$ cat src/rtl/core_pkg.sv
// Shared core definitions: datapath widths, reset PC, fetch FSM states and
// the opcode field position used by both fetch and the control unit.
package core_pkg;

  localparam int PC_WIDTH    = 64;
  localparam int INSTR_WIDTH = 32;
  localparam logic [PC_WIDTH-1:0] RESET_PC = '0;

  // Opcode field of the A64 instruction word, decoded by the control unit.
  localparam int OPC_MSB   = 31;
  localparam int OPC_LSB   = 21;
  localparam int OPC_WIDTH = OPC_MSB - OPC_LSB + 1;

  // REQ: request outstanding at pc; IDLE: hold buffer full, no request;
  // DROP: waiting out the ack of a request squashed by a branch.
  typedef enum logic [1:0] {
    REQ  = 2'd0,
    IDLE = 2'd1,
    DROP = 2'd2
  } fetch_state_e;

endpackage

$ cat src/rtl/if_id_reg.sv
// IF/ID pipeline register with a 1-entry hold buffer. Absorbs one fetched
// instruction while decode stalls; a flush empties both entries.
module if_id_reg #(
  parameter int PC_WIDTH    = core_pkg::PC_WIDTH,
  parameter int INSTR_WIDTH = core_pkg::INSTR_WIDTH
) (
  input  logic                   clk,
  input  logic                   rst,
  input  logic                   i_flush,
  input  logic                   i_stall,
  input  logic                   i_in_valid,
  input  logic [PC_WIDTH-1:0]    i_in_pc,
  input  logic [INSTR_WIDTH-1:0] i_in_instr,
  output logic                   o_valid,
  output logic [PC_WIDTH-1:0]    o_pc,
  output logic [INSTR_WIDTH-1:0] o_instr,
  output logic                   o_hold_next
);

  logic                   r_valid;
  logic [PC_WIDTH-1:0]    r_pc;
  logic [INSTR_WIDTH-1:0] r_instr;
  logic                   r_hold_valid;
  logic [PC_WIDTH-1:0]    r_hold_pc;
  logic [INSTR_WIDTH-1:0] r_hold_instr;
  logic                   w_hold_next;
  logic                   w_to_hold;

  // Occupancy of the hold buffer after this edge; the fetch FSM uses it to
  // decide whether another request may be issued.
  always_comb begin
    // NOTE: every always_comb output gets a default first so no path can infer a latch.
    w_hold_next = 1'b0;
    w_to_hold   = 1'b0;
    if (!i_flush) begin
      if (i_stall) begin
        w_to_hold   = i_in_valid && r_valid;
        w_hold_next = r_hold_valid || w_to_hold;
      end else begin
        w_to_hold   = i_in_valid && r_hold_valid;
        w_hold_next = w_to_hold;
      end
    end
  end

  // IF/ID register: hold entry drains first, then new data, else a bubble.
  always_ff @(posedge clk) begin
    // NOTE: sequential state uses non-blocking assignments so all registers update together.
    if (rst || i_flush) begin
      r_valid      <= 1'b0;
      r_pc         <= '0;
      r_instr      <= '0;
      r_hold_valid <= 1'b0;
    end else begin
      r_hold_valid <= w_hold_next;
      if (!i_stall) begin
        if (r_hold_valid) begin
          r_valid <= 1'b1;
          r_pc    <= r_hold_pc;
          r_instr <= r_hold_instr;
        end else if (i_in_valid) begin
          r_valid <= 1'b1;
          r_pc    <= i_in_pc;
          r_instr <= i_in_instr;
        end else begin
          r_valid <= 1'b0;
          r_pc    <= '0;
          r_instr <= '0;
        end
      end else if (!r_valid && i_in_valid) begin
        // An empty slot accepts data even while decode stalls.
        r_valid <= 1'b1;
        r_pc    <= i_in_pc;
        r_instr <= i_in_instr;
      end
    end
  end

  // Hold payload capture.
  always_ff @(posedge clk) begin
    // NOTE: the payload is qualified by r_hold_valid, so it carries no reset.
    if (w_to_hold) begin
      r_hold_pc    <= i_in_pc;
      r_hold_instr <= i_in_instr;
    end
  end

  assign o_valid     = r_valid;
  assign o_pc        = r_pc;
  assign o_instr     = r_instr;
  assign o_hold_next = w_hold_next;

endmodule

$ cat src/rtl/fetch_stage.sv
// Instruction-fetch stage: owns the PC, runs the single-outstanding req/ack
// handshake with instruction memory, squashes in-flight fetches on branch
// redirects and feeds the IF/ID register.
module fetch_stage
  import core_pkg::*;
#(
  parameter int                   PC_WIDTH    = core_pkg::PC_WIDTH,
  parameter int                   INSTR_WIDTH = core_pkg::INSTR_WIDTH,
  parameter logic [PC_WIDTH-1:0]  RESET_PC    = PC_WIDTH'(core_pkg::RESET_PC)
) (
  input  logic                   clk,
  input  logic                   rst,
  output logic                   imem_req,
  output logic [PC_WIDTH-1:0]    imem_addr,
  input  logic                   imem_ack,
  input  logic [INSTR_WIDTH-1:0] imem_rdata,
  input  logic                   stall,
  input  logic                   branch_taken,
  input  logic [PC_WIDTH-1:0]    branch_target,
  output logic                   if_id_valid,
  output logic [PC_WIDTH-1:0]    if_id_pc,
  output logic [INSTR_WIDTH-1:0] if_id_instr,
  output logic [OPC_WIDTH-1:0]   if_id_opcode
);

  fetch_state_e          r_state;
  fetch_state_e          w_state_next;
  logic [PC_WIDTH-1:0]   r_pc;
  logic [PC_WIDTH-1:0]   w_pc_next;
  logic [PC_WIDTH-1:0]   r_addr;
  logic                  w_accept;
  logic                  w_hold_next;

  // Only an ack to a live request in REQ delivers an instruction; acks in
  // DROP, stale acks in IDLE and acks coinciding with a branch are dropped.
  assign w_accept = (r_state == REQ) && imem_ack && !branch_taken;

  // Next PC and next FSM state.
  always_comb begin
    w_state_next = r_state;
    w_pc_next    = r_pc;
    if (branch_taken) begin
      w_pc_next = branch_target;
    end else if (w_accept) begin
      w_pc_next = r_pc + PC_WIDTH'(4);
    end
    case (r_state)
      REQ: begin
        if (branch_taken) begin
          w_state_next = imem_ack ? REQ : DROP;
        end else if (imem_ack) begin
          w_state_next = w_hold_next ? IDLE : REQ;
        end
      end
      IDLE:    w_state_next = w_hold_next ? IDLE : REQ;
      DROP:    if (imem_ack) w_state_next = REQ;
      default: w_state_next = REQ;
    endcase
  end

  // State, PC and request address registers. The address freezes while a
  // squashed request is still outstanding.
  always_ff @(posedge clk) begin
    if (rst) begin
      r_state <= REQ;
      r_pc    <= RESET_PC;
      r_addr  <= RESET_PC;
    end else begin
      r_state <= w_state_next;
      r_pc    <= w_pc_next;
      if (w_state_next != DROP) begin
        r_addr <= w_pc_next;
      end
    end
  end

  assign imem_req  = (r_state != IDLE);
  assign imem_addr = r_addr;

  if_id_reg #(
    .PC_WIDTH    (PC_WIDTH),
    .INSTR_WIDTH (INSTR_WIDTH)
  ) u_if_id_reg (
    .clk         (clk),
    .rst         (rst),
    .i_flush     (branch_taken),
    .i_stall     (stall),
    .i_in_valid  (w_accept),
    .i_in_pc     (r_pc),
    .i_in_instr  (imem_rdata),
    .o_valid     (if_id_valid),
    .o_pc        (if_id_pc),
    .o_instr     (if_id_instr),
    .o_hold_next (w_hold_next)
  );

  assign if_id_opcode = if_id_instr[OPC_MSB:OPC_LSB];

endmodule

$ cat config.mk
export PLATFORM = sky130hd
export DESIGN_NAME = fetch_stage
export DESIGN_NICKNAME = d
export VERILOG_FILES = /design/src/rtl/core_pkg.sv /design/src/rtl/if_id_reg.sv /design/src/rtl/fetch_stage.sv
export SDC_FILE = /design/constraint.sdc
export NUM_CORES = 1
export LEC_CHECK = 0
export ABC_AREA = 1
export CORE_ASPECT_RATIO = 0.9
export CORE_MARGIN = 1.5
export CORE_UTILIZATION = 57
export DETAILED_ROUTE_END_ITERATION = 8
export PLACE_DENSITY = 0.86
export SETUP_SLACK_MARGIN = 0.1
export SLEW_MARGIN = 10
export SYNTH_ARGS = -nofsm -noshare
export SYNTH_HDL_FRONTEND = slang
export SYNTH_HIERARCHICAL = 1
export SYNTH_SLANG_ARGS = --single-unit
$ cat constraint.sdc
create_clock -name clk -period 9.5 [get_ports clk]
set_input_delay 0.95 -clock clk [delete_from_list [all_inputs] [get_ports clk]]
set_output_delay 0.95 -clock clk [all_outputs]
set_load 0.01 [all_outputs]
==> Implementation_results.wiki, run 1 <==
{| class="wikitable"
! Metric !! Value
|-
| Element type at the critical path end || register
|-
| Max clock buf depth || 3
|-
| Static leakage || 7.53 nW
|-
| Netlist cell types || 38
|-
| Worst-case headroom to the max-slew limit || 20.0%
|-
| Total clock buffers created by CTS || 31
|-
| Setup clock skew after layout || 0.0114 ns
|-
| Number of antenna diodes || 0
|-
| Cell with the biggest individual delay on the critical path || sky130_fd_sc_hd__nand2_4
|-
| Final routed wirelength across all metal layers || 44.1 mm
|-
| Via count of the first global-routing pass || 12823
|-
| Instance count along the most critical hold path || 2
|-
| Setup-violating endpoint count in the final report || 0
|-
| DP Cell Count || 2513
|-
| Ys Warns || 6
|-
| Final weighted congestion in routability-driven placement || 0.959
|-
| Height of the die || 156 um
|-
| Slew Viols, Final || 0
|-
| Largest voltage drop on the vdd net || 0.000143 V
|-
| Synthesis-stage register bit count || 324
|-
| Dominant combinational cell family by area after synthesis || simple AND/OR/NAND/NOR gates
|-
| CTS H-tree depth || 1
|-
| Unrepaired setup endpoints after global routing || no
|-
| CTS Hold Bufs || 0
|-
| Share of the synthesized area in compound gates (AO/OA/AOI/OAI) || 9.80%
|-
| Max-capacitance violation count || 0
|-
| Multiplexer share of the synthesized area || 0.134%
|-
| Power density over the cells || 165 nW/um^2
|-
| Global-route wire length before repair || 68.7 mm
|-
| Cell with the most instances after synthesis || sky130_fd_sc_hd__nand2_1
|-
| Fraction of layout cells with a size suffix above 1 || 4.44%
|-
| Simple logic cell fraction of the synthesized area || 31.5%
|-
| Setup fix buffers added after clock tree synthesis || 0
|-
| Final nets || 2306
|-
| Crit path DAT || 4.69 ns
|-
| Initial Utilization || 58.6%
|-
| Post-Layout Inst Area || 18600 um^2
|-
| Clock Sinks || 324
|-
| Worst-path maximum fanout || 99
|-
| Number of nets with antenna violations after detailed routing || 0
|-
| Adder-Cell Fraction of Synth Area || 0.0839%
|-
| Clock transition at the registers of the reported paths || 0.06 ns
|-
| Sequential share of the synthesized area || 49.9%
|-
| Clock root buffer || sky130_fd_sc_hd__clkbuf_16
|-
| Post-synth ARST share || 0%
|-
| Count of filler cells inserted in the layout || 1978
|-
| Crit path time final || 4.22 ns
|-
| Critical path class || input pin to register
|-
| Delay-heaviest family, CP || buffers and inverters
|-
| Die X || 174 um
|-
| Clock latency at the later pin of the worst-skew pair || 0.57 ns
|-
| 1st-iter DRT viols || 1115
|-
| Number of endpoints with negative hold slack in the final report || 0
|-
| Net count after synthesis || 2106
|-
| Sink of the worst hold path || u_if_id_reg/o_instr[9]$_SDFFE_PP0P_
|-
| Startpoint of the lowest-slack hold path || u_if_id_reg/o_instr[9]$_SDFFE_PP0P_
|-
| Placeable core area || 25500 um^2
|-
| Startpoint type of the worst setup path || input pin
|-
| Final critical-path share of the clock period || 44.4%
|-
| Growth of design area from synthesis to finish || 24.9%
|-
| Library cell occupying the most area in the post-synthesis netlist || sky130_fd_sc_hd__dfxtp_1
|-
| R2r endpoint || u_if_id_reg/o_instr[6]$_SDFFE_PP0P_
|-
| Count of non-filler cells in the finished layout || 2570
|-
| Via count || 14038
|-
| Post-Synthesis Cell Area || 14900 um^2
|-
| Slew @ Worst Pin || 1.20 ns
|-
| Area after DPL || 17600 um^2
|-
| Cells on worst reg2reg path || 5
|-
| Endpoint required time on the critical path || 9.98 ns
|-
| Status || complete, no violations
|-
| Worst Path Buf+Inv || 4
|-
| First-pass iteration count of the detailed router || 6
|-
| Gate count after technology mapping || 2004
|-
| Peak Freq || 237 MHz
|-
| Post-synth top cells || sky130_fd_sc_hd__nand2_1, sky130_fd_sc_hd__nand3_1, sky130_fd_sc_hd__dfxtp_1
|-
| Fraction of post-synthesis cell area in the top cell type by area || 30.6%
|-
| Pin count of the biggest net entering global routing || 103
|-
| Wire length per cell after detailed routing || 17.2 um
|-
| Input/output buffers || 273
|-
| Delay of the slowest cell on the worst path || 0.85 ns
|-
| Detailed-placement wirelength estimate || 30.5 mm
|-
| Std cell rows || 55
|-
| Initial antenna violation count || 0
|-
| Internal reg-to-reg setup slack || 5.98 ns
|-
| TritonCTS clock tree || done
|-
| Synthesized area per cell || 7.45 um^2
|-
| Accumulated negative setup slack || 0 ns
|-
| Ranking of synthesized cells by area || sky130_fd_sc_hd__dfxtp_1, sky130_fd_sc_hd__edfxtp_1, sky130_fd_sc_hd__nand2_1, sky130_fd_sc_hd__nand3_1, sky130_fd_sc_hd__a21oi_1
|-
| CP cell instances || clkdlybuf4s50_1 -> inv_2 -> buf_4 -> nand2_4 -> a21oi_4 -> buf_4 -> nand2_1 -> a21oi_1
|-
| Die area || 27200 um^2
|-
| Global-route usage over all layers || 31.7%
|-
| Number of flops mapped to enable cells by yosys || 96
|-
| Xor-xnor portion of the synthesized cell area || 0.587%
|-
| Post-cts resize count || 0
|-
| Library cell appearing most often on the critical path || sky130_fd_sc_hd__buf_4
|-
| DRC Markers || 0
|-
| Detailed-route vias per instance || 5.46
|-
| Startpoint of the worst register-to-register path || u_if_id_reg/r_hold_valid$_SDFF_PP0_
|-
| Top-level I/O count || 274
|-
| GRT overflow || 0
|-
| Path type of the worst min-delay path || register to register
|-
| Most frequently used flop master after synthesis || sky130_fd_sc_hd__dfxtp_1
|}
==> logic make-up after synthesis <==
group | Yosys count
flops | 324
fa+ha+maj | 1
buf+inv | 294
compound gates | 264
mux | 2
simple gates | 1109
xor+xnor | 10
==> state kept, by name (all words and copies together) (netlist names) <==
name                      count
u_if_id_reg/o_pc             64
r_pc                         64
u_if_id_reg/r_hold_instr     32
u_if_id_reg/o_valid           1
u_if_id_reg/r_hold_valid      1
imem_addr                    64
u_if_id_reg/o_instr          32
r_state                       2
u_if_id_reg/r_hold_pc        64
==> cells in the final DEF, fill, tap and decap left out, types with 3 or more instances in the layout <==
master and instances:
sky130_fd_sc_hd__a21oi_1 150, sky130_fd_sc_hd__and2_1 5, sky130_fd_sc_hd__buf_4 9, sky130_fd_sc_hd__clkbuf_1 14
sky130_fd_sc_hd__clkbuf_16 32, sky130_fd_sc_hd__clkbuf_8 5, sky130_fd_sc_hd__clkdlybuf4s50_1 271, sky130_fd_sc_hd__clkinv_2 4
sky130_fd_sc_hd__dfxtp_1 227, sky130_fd_sc_hd__edfxtp_1 96, sky130_fd_sc_hd__inv_1 174, sky130_fd_sc_hd__inv_2 5
sky130_fd_sc_hd__nand2_1 671, sky130_fd_sc_hd__nand2_2 5, sky130_fd_sc_hd__nand2_4 3, sky130_fd_sc_hd__nand3_1 237
sky130_fd_sc_hd__nand3_2 3, sky130_fd_sc_hd__nand3b_1 3, sky130_fd_sc_hd__nand4_1 9, sky130_fd_sc_hd__nor2_1 139
sky130_fd_sc_hd__nor2_2 9, sky130_fd_sc_hd__nor2_4 7, sky130_fd_sc_hd__o211ai_1 12, sky130_fd_sc_hd__o21ai_0 61
sky130_fd_sc_hd__o21bai_1 35, sky130_fd_sc_hd__or2_0 4, sky130_fd_sc_hd__or2_2 7, sky130_fd_sc_hd__xnor2_1 3
sky130_fd_sc_hd__xor2_1 7
==> power by group <==
| group | leakage [nW] | switching (mW) | internal, mW |
|---|---|---|---|
| combinational | 4.29 | 0.183 | 0.144 |
| sequential | 2.75 | 0.0609 | 1.48 |
| clock | 0.486 | 0.515 | 0.689 |
| total | 7.53 | 0.759 | 2.32 |
==> layer usage <==
metal	global-route usage (%)	part of all wire, %
met1	44.9	44
met2	50.5	45
met3	5.73	8.5
met4	7.83	2.2
met5	0	0
==> metrics by stage <==
stage               util [%]  setup WS [ns]  power, mW  hold WS [ns]
global placement        69.3           4.92       1.89         0.452
CTS                     73.2           5.36       3.08         0.464
global route            73.2           5.02       3.18         0.482
floorplan                  -           3.23       1.73         0.430
finish                  73.2           5.28       3.08         0.462
detailed placement      69.3           4.81       1.89         0.454
==> worst max path at each step <==
| stage | slack [ns] | endpoint | cells after the start | from |
|---|---|---|---|---|
| final | 5.28 | u_if_id_reg/o_instr[6]$_SDFFE_PP0P_ | 8 | stall |
| after global routing | 5.02 | u_if_id_reg/o_instr[12]$_SDFFE_PP0P_ | 8 | stall |
| after CTS | 5.36 | u_if_id_reg/o_instr[6]$_SDFFE_PP0P_ | 8 | stall |
| after detailed placement | 4.81 | u_if_id_reg/o_instr[12]$_SDFFE_PP0P_ | 8 | stall |
| after global placement | 4.92 | u_if_id_reg/o_pc[52]$_SDFFE_PP0P_ | 8 | stall |
| after floorplan | 3.23 | u_if_id_reg/r_hold_instr[0]$_DFFE_PP_ | 8 | branch_taken |
==> area by class of cell <==
class	count	area [um^2]	share of cell area, %
clock buffers	51	922	4.95
clock inverters	6	70.1	0.376
inverters	179	672	3.61
multi-input cells	1386	6300	33.8
flip-flops and latches	324	7450	40.0
well taps	342	428	2.30
repair buffers	282	2790	15.0
==> worst reg2reg max path: cells and delay by family, from the launching register on <==
kind                   cells  cell delay [ns]
AO/OA/AOI/OAI              2             0.55
buffers and inverters      1             0.78
flip-flops                 1             1.05
AND/OR/NAND/NOR            2             1.06
Note: power is estimated with default switching activity, not from simulation.
==> run 2, diff against run 1 <==
--- a/config.mk
+++ b/config.mk
@@ -8,9 +8,9 @@
 export ABC_AREA = 1
 export CORE_ASPECT_RATIO = 0.9
 export CORE_MARGIN = 1.5
-export CORE_UTILIZATION = 57
+export CORE_UTILIZATION = 53
 export DETAILED_ROUTE_END_ITERATION = 8
-export PLACE_DENSITY = 0.86
+export PLACE_DENSITY = 0.81
 export SETUP_SLACK_MARGIN = 0.1
 export SLEW_MARGIN = 10
 export SYNTH_ARGS = -nofsm -noshare
==> constraint.sdc (replaced) <==
create_clock -name clk -period 4.25 [get_ports clk]
set_input_delay 0.425 -clock clk [delete_from_list [all_inputs] [get_ports clk]]
set_output_delay 0.425 -clock clk [all_outputs]
set_load 0.01 [all_outputs]
==> Implementation_results.wiki, run 2 (same netlist as run 1, synthesis figures left out) <==
{| class="wikitable"
! Metric !! Value
|-
| Status || complete, no violations (unchanged)
|-
| Input/output buffers || 273 (unchanged)
|-
| Detailed-placement wirelength estimate || 30.9 mm (was 30.5 mm)
|-
| Clock Sinks || 324 (unchanged)
|-
| Number of nets with antenna violations after detailed routing || 0 (unchanged)
|-
| Final routed wirelength across all metal layers || 44.4 mm (was 44.1 mm)
|-
| Global-route wire length before repair || 69.6 mm (was 68.7 mm)
|-
| Critical path class || input pin to register (unchanged)
|-
| Delay-heaviest family, CP || buffers and inverters (unchanged)
|-
| Power share of the combinational group || 10.2% (was 10.6%)
|-
| Fraction of layout cells with a size suffix above 1 || 4.91% (was 4.44%)
|-
| Highest-count cells in the layout ignoring fill and taps || sky130_fd_sc_hd__nand2_1, sky130_fd_sc_hd__clkdlybuf4s50_1, sky130_fd_sc_hd__nand3_1 (unchanged)
|-
| Tightest hold margin || 0.465 ns (was 0.462 ns)
|-
| Worst-path maximum fanout || 35 (was 99)
|-
| Startpoint of the worst register-to-register path || u_if_id_reg/r_hold_valid$_SDFF_PP0_ (unchanged)
|-
| Total design power || 7.22 mW (was 3.08 mW)
|-
| Cell with the biggest individual delay on the critical path || sky130_fd_sc_hd__a21oi_4 (was sky130_fd_sc_hd__nand2_4)
|-
| Clock latency at the later pin of the worst-skew pair || 0.53 ns (was 0.57 ns)
|-
| Crit path time final || 2.61 ns
|-
| Post-cts resize count || 0 (unchanged)
|-
| Endpoint required time on the critical path || 4.68 ns (was 9.98 ns)
|-
| Unrepaired setup endpoints after global routing || no (unchanged)
|-
| Clock transition at the registers of the reported paths || 0.06 ns (about the same)
|-
| TritonCTS clock tree || done (unchanged)
|-
| Worst Path Buf+Inv || 3 (was 4)
|-
| Static leakage || 7.63 nW (was 7.53 nW)
|-
| Worst Setup Slack post-DPL || 1.20 ns (was 4.81 ns)
|-
| Leading cell type in the layout, fill and taps excluded || sky130_fd_sc_hd__nand2_1 (unchanged)
|-
| Number of antenna diodes || 0 (unchanged)
|-
| Placeable core area || 27800 um^2 (was 25500 um^2)
|-
| Std cell rows || 58 (was 55)
|-
| Worst-case headroom to the max-slew limit || 25.2% (was 20.0%)
|-
| Global-route usage over all layers || 29.6% (was 31.7%)
|-
| Power dissipated by switching net loads || 1.80 mW (was 0.759 mW)
|-
| Crit path launch || imem_ack (was stall)
|-
| Setup clock skew after layout || 0.0252 ns (was 0.0114 ns)
|-
| Detailed-route vias per instance || 5.44 (was 5.46)
|-
| Max-capacitance violation count || 0 (unchanged)
|-
| Setup-violating endpoint count in the final report || 0 (unchanged)
|-
| Crit path DAT || 3.04 ns (was 4.69 ns)
|-
| Path type of the worst min-delay path || register to register (unchanged)
|-
| Clock root buffer || sky130_fd_sc_hd__clkbuf_16 (unchanged)
|-
| Top-level I/O count || 274 (unchanged)
|-
| First-pass iteration count of the detailed router || 5 (was 6)
|-
| Accumulated negative setup slack || 0 ns (unchanged)
|-
| Final critical-path share of the clock period || 61.5%
|-
| Post-Layout Inst Area || 18900 um^2 (was 18600 um^2)
|-
| CTS H-tree depth || 2 (was 1)
|-
| CP cell instances || clkdlybuf4s50_1 -> nand2_1 -> nor2_4 -> inv_1 -> a21oi_4 -> buf_12 -> nand2_1 -> a21oi_1 (was clkdlybuf4s50_1 -> inv_2 -> buf_4 -> nand2_4 -> a21oi_4 -> buf_4 -> nand2_1 -> a21oi_1)
|-
| Initial Utilization || 53.7% (was 58.6%)
|-
| Via count of the first global-routing pass || 13335 (was 12823)
|-
| Setup WS post-layout || 1.64 ns (was 5.28 ns)
|-
| Growth of design area from synthesis to finish || 26.5% (was 24.9%)
|-
| Via count || 14147 (was 14038)
|-
| Library cell appearing most often on the critical path || sky130_fd_sc_hd__nand2_1 (was sky130_fd_sc_hd__buf_4)
|-
| Area after DPL || 17700 um^2 (was 17600 um^2)
|-
| Height of the die || 162 um (was 156 um)
|-
| Wire length per cell after detailed routing || 17.1 um (was 17.2 um)
|-
| Slew Viols, Final || 0 (unchanged)
|-
| Peak Freq || 383 MHz
|-
| Final weighted congestion in routability-driven placement || 0.977 (was 0.959)
|-
| Number of endpoints with negative hold slack in the final report || 0 (unchanged)
|-
| Pin count of the biggest net entering global routing || 100 (was 103)
|-
| Pint || 5.42 mW (was 2.32 mW)
|-
| Element type at the critical path end || register (unchanged)
|-
| Die X || 180 um (was 174 um)
|-
| Final nets || 2315 (was 2306)
|-
| DRC Markers || 0 (unchanged)
|-
| Setup fix buffers added after clock tree synthesis || 0 (unchanged)
|-
| Count of filler cells inserted in the layout || 2289 (was 1978)
|-
| 1st-iter DRT viols || 1215 (was 1115)
|-
| Largest voltage drop on the vdd net || 0.000277 V (was 0.000143 V)
|-
| Die area || 29200 um^2 (was 27200 um^2)
|-
| Part of the total power dissipated in sequential elements || 47.8% (was 50.2%)
|-
| Initial antenna violation count || 0 (unchanged)
|-
| Sw Ratio || 25.0% (was 24.7%)
|-
| GRT overflow || 0 (unchanged)
|-
| Total clock buffers created by CTS || 35 (was 31)
|-
| Startpoint of the lowest-slack hold path || u_if_id_reg/o_pc[26]$_SDFFE_PP0P_ (was u_if_id_reg/o_instr[9]$_SDFFE_PP0P_)
|-
| CTS Hold Bufs || 0 (unchanged)
|-
| Max clock buf depth || 3 (unchanged)
|-
| Power density over the cells || 383 nW/um^2 (was 165 nW/um^2)
|-
| Delay of the slowest cell on the worst path || 0.79 ns (was 0.85 ns)
|-
| Slew @ Worst Pin || 1.12 ns (was 1.20 ns)
|-
| Clock group share of total power || 42.0% (was 39.1%)
|-
| Startpoint type of the worst setup path || input pin (unchanged)
|}
[run 2: path summary, 6_finish.rpt]
check / cells past startpoint / end / slack [ns]
max: 8 / u_if_id_reg/o_pc[55]$_SDFFE_PP0P_ / 1.64
min: 2 / u_if_id_reg/o_pc[26]$_SDFFE_PP0P_ / 0.46
max reg2reg: 5 / u_if_id_reg/o_pc[55]$_SDFFE_PP0P_ / 1.65
min reg2reg: 2 / u_if_id_reg/o_pc[26]$_SDFFE_PP0P_ / 0.46
[run 2: per-layer routing]
metal	vias up	part of all wire, %	GRT usage (%)
li1	6859	-	-
met5	-	0	0
met4	0	2.6	10.1
met2	733	44	46.7
met1	6460	44	41.6
met3	95	9.9	4.46
[run 2: worst reg2reg max path, cell delays in order, from the launching register on]
cell and delay, ns:
sky130_fd_sc_hd__dfxtp_4 1.04, sky130_fd_sc_hd__nand2_4 0.11, sky130_fd_sc_hd__a21oi_4 0.79, sky130_fd_sc_hd__buf_12 0.31, sky130_fd_sc_hd__nand2_1 0.11, sky130_fd_sc_hd__a21oi_1 0.16
[run 2: layout make-up]
cell class                 count  area (um^2)  area share (%)
sequential                   324         7450            39.5
tap                          360          450            2.39
clock buffer                  52         1000            5.30
inverter                     179          672            3.56
timing repair buffer         287         2870            15.2
multi-input combinational   1386         6300            33.4
clock inverter                12          138           0.729
[run 2: power by group through the flow]
stage	clock network, mW	registers [mW]	logic (mW)
3_5_place_dp	0	3.51	0.730
5_1_grt	3.18	3.46	0.809
6_report	3.03	3.45	0.739
2_1_floorplan	0	3.48	0.385
4_1_cts	3.06	3.44	0.737
3_3_place_gp	0	3.51	0.720
[run 2: stage by stage]
step,std cells,util (%)
floorplan,2004,-
global placement,2536,63.8
detailed placement,2536,63.8
CTS,2600,67.9
global route,2600,67.9
finish,2600,67.9
==> run 3, diff against run 2 <==
==> constraint.sdc (replaced) <==
create_clock -name clk -period 2.6 [get_ports clk]
set_input_delay 0.26 -clock clk [delete_from_list [all_inputs] [get_ports clk]]
set_output_delay 0.26 -clock clk [all_outputs]
set_load 0.01 [all_outputs]
==> Implementation_results.wiki, run 3 (same netlist as run 1, synthesis figures left out) <==
{| class="wikitable"
! Metric !! Value
|-
| Clock root buffer || sky130_fd_sc_hd__clkbuf_16 (unchanged)
|-
| Post-cts resize count || 0 (unchanged)
|-
| Setup clock skew after layout || 0.0156 ns (was 0.0252 ns)
|-
| Crit path time final || 2.27 ns
|-
| Initial Utilization || 53.7% (unchanged)
|-
| Clock Sinks || 324 (unchanged)
|-
| Final routed wirelength across all metal layers || 46.7 mm (was 44.4 mm)
|-
| Via count of the first global-routing pass || 13377 (was 13335)
|-
| Slew @ Worst Pin || 0.760 ns (was 1.12 ns)
|-
| Leading cell type in the layout, fill and taps excluded || sky130_fd_sc_hd__nand2_1 (unchanged)
|-
| Wire length per cell after detailed routing || 17.9 um (was 17.1 um)
|-
| Max-capacitance violation count || 0 (unchanged)
|-
| Global-route wire length before repair || 72.8 mm (was 69.6 mm)
|-
| GRT overflow || 0 (unchanged)
|-
| Setup-violating endpoint count in the final report || 0 (unchanged)
|-
| R2r endpoint || imem_addr[59]$_SDFFE_PP0P_ (was u_if_id_reg/o_pc[55]$_SDFFE_PP0P_)
|-
| Number of nets with antenna violations after detailed routing || 0 (unchanged)
|-
| Power density over the cells || 625 nW/um^2 (was 383 nW/um^2)
|-
| Clock latency at the later pin of the worst-skew pair || 0.52 ns (was 0.53 ns)
|-
| Setup fix buffers added after clock tree synthesis || 0 (unchanged)
|-
| Worst-case headroom to the max-slew limit || 49.3% (was 25.2%)
|-
| Area after DPL || 17900 um^2 (was 17700 um^2)
|-
| Met1 layer usage reported by global route || 44.5% (was 41.6%)
|-
| Growth of design area from synthesis to finish || 27.9% (was 26.5%)
|-
| 1st-iter DRT viols || 1446 (was 1215)
|-
| Detailed-placement wirelength estimate || 32.5 mm (was 30.9 mm)
|-
| Worst Setup Slack post-DPL || 0.236 ns (was 1.20 ns)
|-
| Height of the die || 162 um (unchanged)
|-
| Number of endpoints with negative hold slack in the final report || 0 (unchanged)
|-
| Slew Viols, Final || 0 (unchanged)
|-
| CP cell instances || nand2_1 -> nor2_1 -> nand2_1 -> nor2_1 -> nand2_1 -> nor2_1 -> nand3_1 -> nand3_1 -> nand3_1 -> nand2_1 -> inv_1 (was clkdlybuf4s50_1 -> nand2_1 -> nor2_4 -> inv_1 -> a21oi_4 -> buf_12 -> nand2_1 -> a21oi_1)
|-
| Top-level I/O count || 274 (unchanged)
|-
| Cell with the biggest individual delay on the critical path || sky130_fd_sc_hd__dfxtp_1 (was sky130_fd_sc_hd__a21oi_4)
|-
| Startpoint of the lowest-slack hold path || rst (was u_if_id_reg/o_pc[26]$_SDFFE_PP0P_)
|-
| TritonCTS clock tree || done (unchanged)
|-
| Crit path launch || r_pc[57]$_SDFF_PP0_ (was imem_ack)
|-
| Input/output buffers || 273 (unchanged)
|-
| CTS H-tree depth || 2 (unchanged)
|-
| Die area || 29200 um^2 (unchanged)
|-
| Status || complete, no violations (unchanged)
|-
| Startpoint type of the worst setup path || register (was input pin)
|-
| Crit path DAT || 2.69 ns (was 3.04 ns)
|-
| Cells on worst reg2reg path || 11 (was 5)
|-
| Endpoint required time on the critical path || 3.02 ns (was 4.68 ns)
|-
| Std cell rows || 58 (unchanged)
|-
| Path type of the worst min-delay path || input pin to register (was register to register)
|-
| Initial antenna violation count || 0 (unchanged)
|-
| Worst-path maximum fanout || 6 (was 35)
|-
| Unrepaired setup endpoints after global routing || no (unchanged)
|-
| Post-Layout Inst Area || 19100 um^2 (was 18900 um^2)
|-
| Delay of the slowest cell on the worst path || 0.48 ns (was 0.79 ns)
|-
| Startpoint of the worst register-to-register path || r_pc[57]$_SDFF_PP0_ (was u_if_id_reg/r_hold_valid$_SDFF_PP0_)
|-
| Final critical-path share of the clock period || 87.5%
|-
| Library cell appearing most often on the critical path || sky130_fd_sc_hd__nand2_1 (unchanged)
|-
| Global-route usage over all layers || 31.4% (was 29.6%)
|-
| Total clock buffers created by CTS || 35 (unchanged)
|-
| Final nets || 2330 (was 2315)
|-
| Pin count of the biggest net entering global routing || 120 (was 100)
|-
| Peak Freq || 440 MHz
|-
| Clock transition at the registers of the reported paths || 0.06 ns (about the same)
|-
| Final weighted congestion in routability-driven placement || 0.936 (was 0.977)
|-
| Placeable core area || 27800 um^2 (unchanged)
|-
| Busiest metal layer after global routing || met2 (unchanged)
|-
| Detailed-route vias per instance || 5.51 (was 5.44)
|-
| Internal reg-to-reg setup slack || 0.33 ns (was 1.65 ns)
|-
| Static leakage || 7.75 nW (was 7.63 nW)
|-
| Largest voltage drop on the vdd net || 0.000462 V (was 0.000277 V)
|-
| Die X || 180 um (unchanged)
|-
| Max clock buf depth || 3 (unchanged)
|-
| Number of antenna diodes || 0 (unchanged)
|-
| Fraction of layout cells with a size suffix above 1 || 5.96% (was 4.91%)
|-
| First-pass iteration count of the detailed router || 6 (was 5)
|-
| DRC Markers || 0 (unchanged)
|-
| Met3 track utilization from global routing || 6.08% (was 4.46%)
|-
| Met2 track utilization from global routing || 48.8% (was 46.7%)
|-
| Critical path class || register to register (was input pin to register)
|-
| Setup WS post-layout || 0.326 ns (was 1.64 ns)
|-
| Via count || 14385 (was 14147)
|-
| CTS Hold Bufs || 0 (unchanged)
|-
| Element type at the critical path end || register (unchanged)
|-
| Highest-count cells in the layout ignoring fill and taps || sky130_fd_sc_hd__nand2_1, sky130_fd_sc_hd__clkdlybuf4s50_1, sky130_fd_sc_hd__nand3_1 (unchanged)
|-
| Accumulated negative setup slack || 0 ns (unchanged)
|-
| Critical path endpoint || imem_addr[59]$_SDFFE_PP0P_ (was u_if_id_reg/o_pc[55]$_SDFFE_PP0P_)
|}
[run 3: through the flow]
| stage | util (%) | std cells | hold WS, ns | power [mW] |
|---|---|---|---|---|
| after floorplan | - | 2004 | 0.332 | 6.32 |
| after global placement | 64.5 | 2551 | 0.451 | 6.95 |
| after detailed placement | 64.5 | 2551 | 0.455 | 6.97 |
| after CTS | 68.6 | 2610 | 0.106 | 12.0 |
| after global routing | 68.6 | 2610 | 0.134 | 12.3 |
| final | 68.6 | 2610 | 0.117 | 11.9 |
[run 3: where the power goes]
group	internal [mW]	leakage, nW	switching (mW)
registers	5.42	2.75	0.222
logic	0.559	4.43	0.692
clock network	3.04	0.571	1.99
[run 3: routing by layer]
metal | vias up | wire [um]
met5 | - | 0
met4 | 0 | 1270
met3 | 93 | 4780
met2 | 762 | 20400
met1 | 6631 | 20200
li1 | 6899 | -
[run 3: worst min path at each step]
| stage | endpoint | slack, ns | depth (start not counted) |
|---|---|---|---|
| after floorplan | u_if_id_reg/r_hold_valid$_SDFF_PP0_ | 0.33 | 1 |
| after CTS | u_if_id_reg/o_pc[18]$_SDFFE_PP0P_ | 0.11 | 3 |
| after global placement | u_if_id_reg/o_instr[9]$_SDFFE_PP0P_ | 0.45 | 2 |
| final | u_if_id_reg/o_pc[18]$_SDFFE_PP0P_ | 0.12 | 3 |
| after detailed placement | u_if_id_reg/o_pc[32]$_SDFFE_PP0P_ | 0.45 | 2 |
| after global routing | u_if_id_reg/o_pc[18]$_SDFFE_PP0P_ | 0.13 | 3 |
[run 3: layout make-up]
type                    instances  area, um^2
clock buffers                  50        1030
clock inverters                 9         121
fillers                      2317        8720
inverters                     179         674
multi-input cells            1386        6310
flip-flops and latches        324        7450
well taps                     360         450
repair buffers                302        3040
[run 3: worst max-delay path, delay by kind of cell (launching register included)]
| kind | cells | cell delay (ns) |
|---|---|---|
| and+or+nand+nor | 10 | 1.66 |
| DFF | 1 | 0.48 |
| buffers and inverters | 1 | 0.04 |
